==> src/rtl/mem_arb_pkg.sv <==
// rtl/mem_arb_pkg.sv - shared state/owner encodings and counter sizing for mem_arbiter
package mem_arb_pkg;

  typedef enum logic [1:0] {
    ST_IDLE   = 2'd0,
    ST_ACCESS = 2'd1,
    ST_RESP   = 2'd2
  } state_t;

  typedef enum logic {
    OWN_I = 1'b0,
    OWN_D = 1'b1
  } owner_t;

  // The read counter runs 0..rd_lat, so it needs room for rd_lat itself.
  function automatic int cnt_width(input int rd_lat);
    return (rd_lat < 1) ? 1 : $clog2(rd_lat + 1);
  endfunction

endpackage

==> src/rtl/mem_arbiter.sv <==
// rtl/mem_arbiter.sv - I/D port arbiter for one shared single-port RAM
// Define MEM_ARBITER_RR_EN for round-robin arbitration (default: data port has fixed priority).
module mem_arbiter
  import mem_arb_pkg::*;
#(
  parameter int AW     = 16,
  parameter int DW     = 16,
  parameter int RD_LAT = 1
) (
  input  logic          clk,
  input  logic          reset,
  input  logic          i_req,
  input  logic [AW-1:0] i_addr,
  output logic          i_ack,
  output logic [DW-1:0] i_rdata,
  input  logic          d_req,
  input  logic          d_we,
  input  logic [AW-1:0] d_addr,
  input  logic [DW-1:0] d_wdata,
  output logic          d_ack,
  output logic [DW-1:0] d_rdata,
  output logic          mem_st,
  output logic          mem_oe,
  output logic [AW-1:0] mem_addr,
  output logic [DW-1:0] mem_wdata,
  input  logic [DW-1:0] mem_rdata,
  output logic          busy
);

  localparam int CW = cnt_width(RD_LAT);

  state_t        state, state_n;
  owner_t        owner, owner_n, grant;
  logic          we_q, we_n;
  logic [CW-1:0] cnt, cnt_n;

  logic          mem_st_n, mem_oe_n, i_ack_n, d_ack_n, busy_n;
  logic [AW-1:0] mem_addr_n;
  logic [DW-1:0] mem_wdata_n, i_rdata_n, d_rdata_n;

`ifdef MEM_ARBITER_RR_EN
  owner_t last_grant;

  always_ff @(posedge clk) begin
    if (reset) begin
      last_grant <= OWN_D;
    end else if (state == ST_IDLE && (i_req || d_req)) begin
      last_grant <= grant;
    end
  end
`endif

  always_comb begin
    grant = d_req ? OWN_D : OWN_I;
`ifdef MEM_ARBITER_RR_EN
    if (d_req && i_req) begin
      grant = (last_grant == OWN_D) ? OWN_I : OWN_D;
    end
`endif
  end

  // mem_addr/mem_wdata double as the latched request; RD_LAT reads spend one
  // extra ACCESS cycle with oe low while the RAM's data arrives.
  always_comb begin
    state_n     = state;
    owner_n     = owner;
    we_n        = we_q;
    cnt_n       = cnt;
    mem_st_n    = 1'b0;
    mem_oe_n    = 1'b0;
    mem_addr_n  = mem_addr;
    mem_wdata_n = mem_wdata;
    i_ack_n     = 1'b0;
    d_ack_n     = 1'b0;
    i_rdata_n   = i_rdata;
    d_rdata_n   = d_rdata;

    unique case (state)
      ST_IDLE: begin
        if (i_req || d_req) begin
          state_n    = ST_ACCESS;
          owner_n    = grant;
          cnt_n      = '0;
          we_n       = (grant == OWN_D) && d_we;
          mem_addr_n = (grant == OWN_D) ? d_addr : i_addr;
          if (we_n) begin
            mem_st_n    = 1'b1;
            mem_wdata_n = d_wdata;
          end else begin
            mem_oe_n = 1'b1;
          end
        end
      end
      ST_ACCESS: begin
        if (we_q) begin
          state_n = ST_RESP;
          i_ack_n = (owner == OWN_I);
          d_ack_n = (owner == OWN_D);
        end else if (cnt == CW'(RD_LAT)) begin
          state_n = ST_RESP;
          i_ack_n = (owner == OWN_I);
          d_ack_n = (owner == OWN_D);
          if (owner == OWN_I) begin
            i_rdata_n = mem_rdata;
          end else begin
            d_rdata_n = mem_rdata;
          end
        end else begin
          cnt_n    = cnt + 1'b1;
          mem_oe_n = (cnt < CW'(RD_LAT - 1));
        end
      end
      ST_RESP: begin
        state_n = ST_IDLE;
      end
      default: begin
        state_n = ST_IDLE;
      end
    endcase

    busy_n = (state_n != ST_IDLE);
  end

  always_ff @(posedge clk) begin
    if (reset) begin
      state     <= ST_IDLE;
      owner     <= OWN_I;
      we_q      <= 1'b0;
      cnt       <= '0;
      mem_st    <= 1'b0;
      mem_oe    <= 1'b0;
      mem_addr  <= '0;
      mem_wdata <= '0;
      i_ack     <= 1'b0;
      d_ack     <= 1'b0;
      i_rdata   <= '0;
      d_rdata   <= '0;
      busy      <= 1'b0;
    end else begin
      state     <= state_n;
      owner     <= owner_n;
      we_q      <= we_n;
      cnt       <= cnt_n;
      mem_st    <= mem_st_n;
      mem_oe    <= mem_oe_n;
      mem_addr  <= mem_addr_n;
      mem_wdata <= mem_wdata_n;
      i_ack     <= i_ack_n;
      d_ack     <= d_ack_n;
      i_rdata   <= i_rdata_n;
      d_rdata   <= d_rdata_n;
      busy      <= busy_n;
    end
  end

endmodule

==> config.mk <==
export PLATFORM = sky130hd
export DESIGN_NAME = mem_arbiter
export DESIGN_NICKNAME = d
export VERILOG_FILES = /design/src/rtl/mem_arb_pkg.sv /design/src/rtl/mem_arbiter.sv
export SDC_FILE = /design/constraint.sdc
export NUM_CORES = 1
export LEC_CHECK = 0
export ABC_CLOCK_PERIOD_IN_PS = 3530
export BUFFER_PORTS_ARGS = -buffer_cell sky130_fd_sc_hd__buf_2
export CORE_MARGIN = 4
export CORE_UTILIZATION = 50
export CTS_CLUSTER_SIZE = 24
export DETAILED_ROUTE_END_ITERATION = 8
export MAX_ROUTING_LAYER = met4
export PLACE_DENSITY = 0.95
export SETUP_SLACK_MARGIN = 0.4
export SLEW_MARGIN = 20
export SYNTH_ARGS = -nofsm -noshare
export SYNTH_HDL_FRONTEND = slang
export SYNTH_SLANG_ARGS = --single-unit
==> constraint.sdc <==
create_clock -name clk -period 3.53 [get_ports clk]
set_clock_uncertainty 0.05 [all_clocks]
set_input_delay 0.8825 -clock clk [delete_from_list [all_inputs] [get_ports clk]]
set_output_delay 0.8825 -clock clk [all_outputs]
set_load 0.05 [all_outputs]
==> reports/metrics.csv <==
metric,value,unit
viasPerCell,5.033,
yosys.cell_types.count,29,
yosysWarnings,0,
combinationalPowerShare,20.5,%
cp-end-kind,flip-flop,
top_usage_layer,met2,
final_nets,502,
drt_iter0_markers,90,
worstMarginPinSlew,0.9144,ns
clockRootBuffer,clkbuf_8,
die_height,85.76,um
grt_remaining_overflow,0,
syn_inst,307,
regToRegEndpoint,i_rdata[13],
slowest_stage,buf_2,
grt_util_all_layers,20.21,%
seq_power_share,48.2,%
max_stage_delay,0.69,ns
io_pins,138,
cts_resized,0,
required,3.66,ns
ys_seq_elements,74,
r2r-start,state[0],
hold_viol_final,0,
slew_violations,0,
fin_crit_sh,54.72,%
gp_congestion,0.7668,
yosysSeqAreaShare,49.01,%
status,"finished, final reports clean",
hp-class,flip-flop to flip-flop,
powerDensity,490.3,nW/um^2
holdWs,0.4011,ns
num_vias,2582,
met1_usage,24.13,%
power.leakage,0.001876,uW
drt-total-wl,7184,um
use_met3,6.340,%
postCtsSetupRepairBufs,0,
antenna_found_initial,0,
power.total,1890,uW
drc,0,
drive_above_1_share,37.21,%
die_w,85.76,um
synth_nets,376,
clk_pin_slew,0.08,ns
io_buffer_count,137,
cts_buffer_depth,2,
relSlewSlack,39.04,%
ir_drop,0.3430,mV
place_ws,1.252,ns
cp_max_fo,67,
crit_arrival,2.07,ns
rsz0062_at_grt,false,
grt_max_degree,68,
power.internal,1296,uW
p_clk_share,31.3,%
grt_pass1_wl,11660,um
r2r_slack,1.69,ns
cts_tree,done,
max_freq,517.7,MHz
cts-htree-levels,3,
dp_hpwl,5364,um
register_area,1481,um^2
crit_start,reset,
num_rows,28,
antennaDiodeCount,0,
antenna_left,0,
sw_frac_of_total,31.43,%
start_kind,input pin,
critPathKind,input pin to flip-flop,
switchingPower,593.9,uW
grt_pass1_vias,2528,
fillerInstances,494,
setup_tns,0,ns
initial_utilization,51.36,%
cts_sinks,74,
endpoint,mem_addr[15],
cts_buffers,9,
setup_violations,0,
use_met2,33.19,%
dieArea,7354,um^2
period_minus_slack,1.932,ns
core,5886,um^2
syn_avg_cell_area,9.847,um^2
cts_hold_buf,0,
crit_chain,"buf_2, buf_4, a211oi_1",
cap_violations,0,
setup_ws,1.598,ns
dr.pass1.iters,4,
synthToLayoutAreaGrowth,27.48,%
clock_latency,0.33,ns
reg2reg_depth,3,
multiInputGateArea,1393,um^2
drt-wirelength-per-cell,14.00,um
syn-cell-area,3023,um^2
[cell type report]
type / count / area share (%)
Inverter: 1 / 0.09740
Tap cell: 75 / 2.435
Clock inverter: 4 / 0.6818
Multi-Input combinational cell: 208 / 36.14
Clock buffer: 12 / 4.026
Sequential cell: 74 / 38.44
Timing Repair Buffer: 139 / 18.18
[synthesized netlist by cell type]
cell | n | area, um^2
dfxtp_1 | 74 | 1481
mux2i_1 | 48 | 480.5
nand2b_1 | 48 | 300.3
a21oi_1 | 37 | 185.2
nand2_1 | 35 | 131.4
a211oi_1 | 16 | 120.1
clkbuf_1 | 10 | 37.54
buf_2 | 6 | 30.03
buf_4 | 4 | 30.03
o21ai_0 | 3 | 15.01
or2_2 | 3 | 18.77
buf_6 | 2 | 22.52
nor2_1 | 2 | 7.510
nor2_2 | 2 | 12.51
nor3_1 | 2 | 10.01
or2b_1 | 2 | 15.01
and2_1 | 1 | 6.260
and3_2 | 1 | 7.510
and3b_1 | 1 | 8.760
and4bb_2 | 1 | 12.51
buf_12 | 1 | 20.02
clkbuf_2 | 1 | 5.000
inv_1 | 1 | 3.750
nand3_2 | 1 | 10.01
nand3b_1 | 1 | 7.510
nand4bb_1 | 1 | 11.26
nor3b_1 | 1 | 7.510
nor3b_4 | 1 | 18.77
nor4_1 | 1 | 6.260
[registers in the layout, indices dropped and copies added (netlist names)]
signal     flops
owner          1
i_ack          1
mem_oe         1
we_q           1
busy           1
mem_wdata     16
d_rdata       16
cnt            1
state          2
mem_st         1
i_rdata       16
d_ack          1
mem_addr      16
[placed cells by master, fill, tap and decap left out, drive strengths merged]
cell / instances
buf: 139
and3: 1
inv: 1
dfxtp: 74
o21ai: 3
nor4: 1
clkinvlp: 1
clkbuf: 12
nand2: 35
nor3b: 2
a211oi: 16
and2: 1
nand3b: 1
nor3: 2
nand2b: 48
nor2: 4
and3b: 1
and4bb: 1
a21oi: 37
clkinv: 3
nand3: 1
nand4bb: 1
or2b: 2
or2: 3
mux2i: 48
[per-layer routing]
layer	share of wire [%]	routed length, um	up-vias
met4	0.67	48	0
met2	48	3481	101
li1	-	-	1294
met5	0	0	-
met1	42	3013	1183
met3	8.9	640	4
[stage by stage]
stage / utilization [%] / area, um^2 / std cells
after floorplan: - / 3023 / 307
after global placement: 62.39 / 3672 / 497
after detailed placement: 62.39 / 3672 / 497
after CTS: 65.48 / 3854 / 513
after global routing: 65.48 / 3854 / 513
final: 65.48 / 3854 / 513
[power by group through the flow]
stage	logic (uW)	registers, uW	clock network [uW]
finish	387	911	592
global route	415	916	642
CTS	389	910	600
detailed placement	389	928	0
global placement	379	928	0
floorplan	145	1070	0
[critical path: cells and delay by family]
kind,cells,cell delay [ns]
buf+inv,2,1.09
compound gates,1,0.08
[worst min-delay path by stage]
stage / slack (ns) / endpoint / from / cells after the start
global route: 0.42 / mem_wdata[8] / mem_wdata[8] / 2
global placement: 0.39 / mem_wdata[11] / mem_wdata[11] / 2
CTS: 0.40 / mem_wdata[8] / mem_wdata[8] / 2
detailed placement: 0.39 / mem_wdata[8] / mem_wdata[8] / 2
floorplan: 0.44 / i_ack / owner / 1
finish: 0.40 / mem_wdata[8] / mem_wdata[8] / 2
[kinds of logic (layout without fill, tap and decap cells)]
family / count (synthesis) / after routing / share of synthesized area, %
buffers and inverters: 25 / 156 / 4.925
DFF: 74 / 74 / 49.01
muxes: 48 / 48 / 15.89
and+or+nand+nor: 104 / 104 / 19.58
AOI/OAI and AO/OA: 56 / 56 / 10.60
No activity file was read; power rests on OpenSTA's default activity.
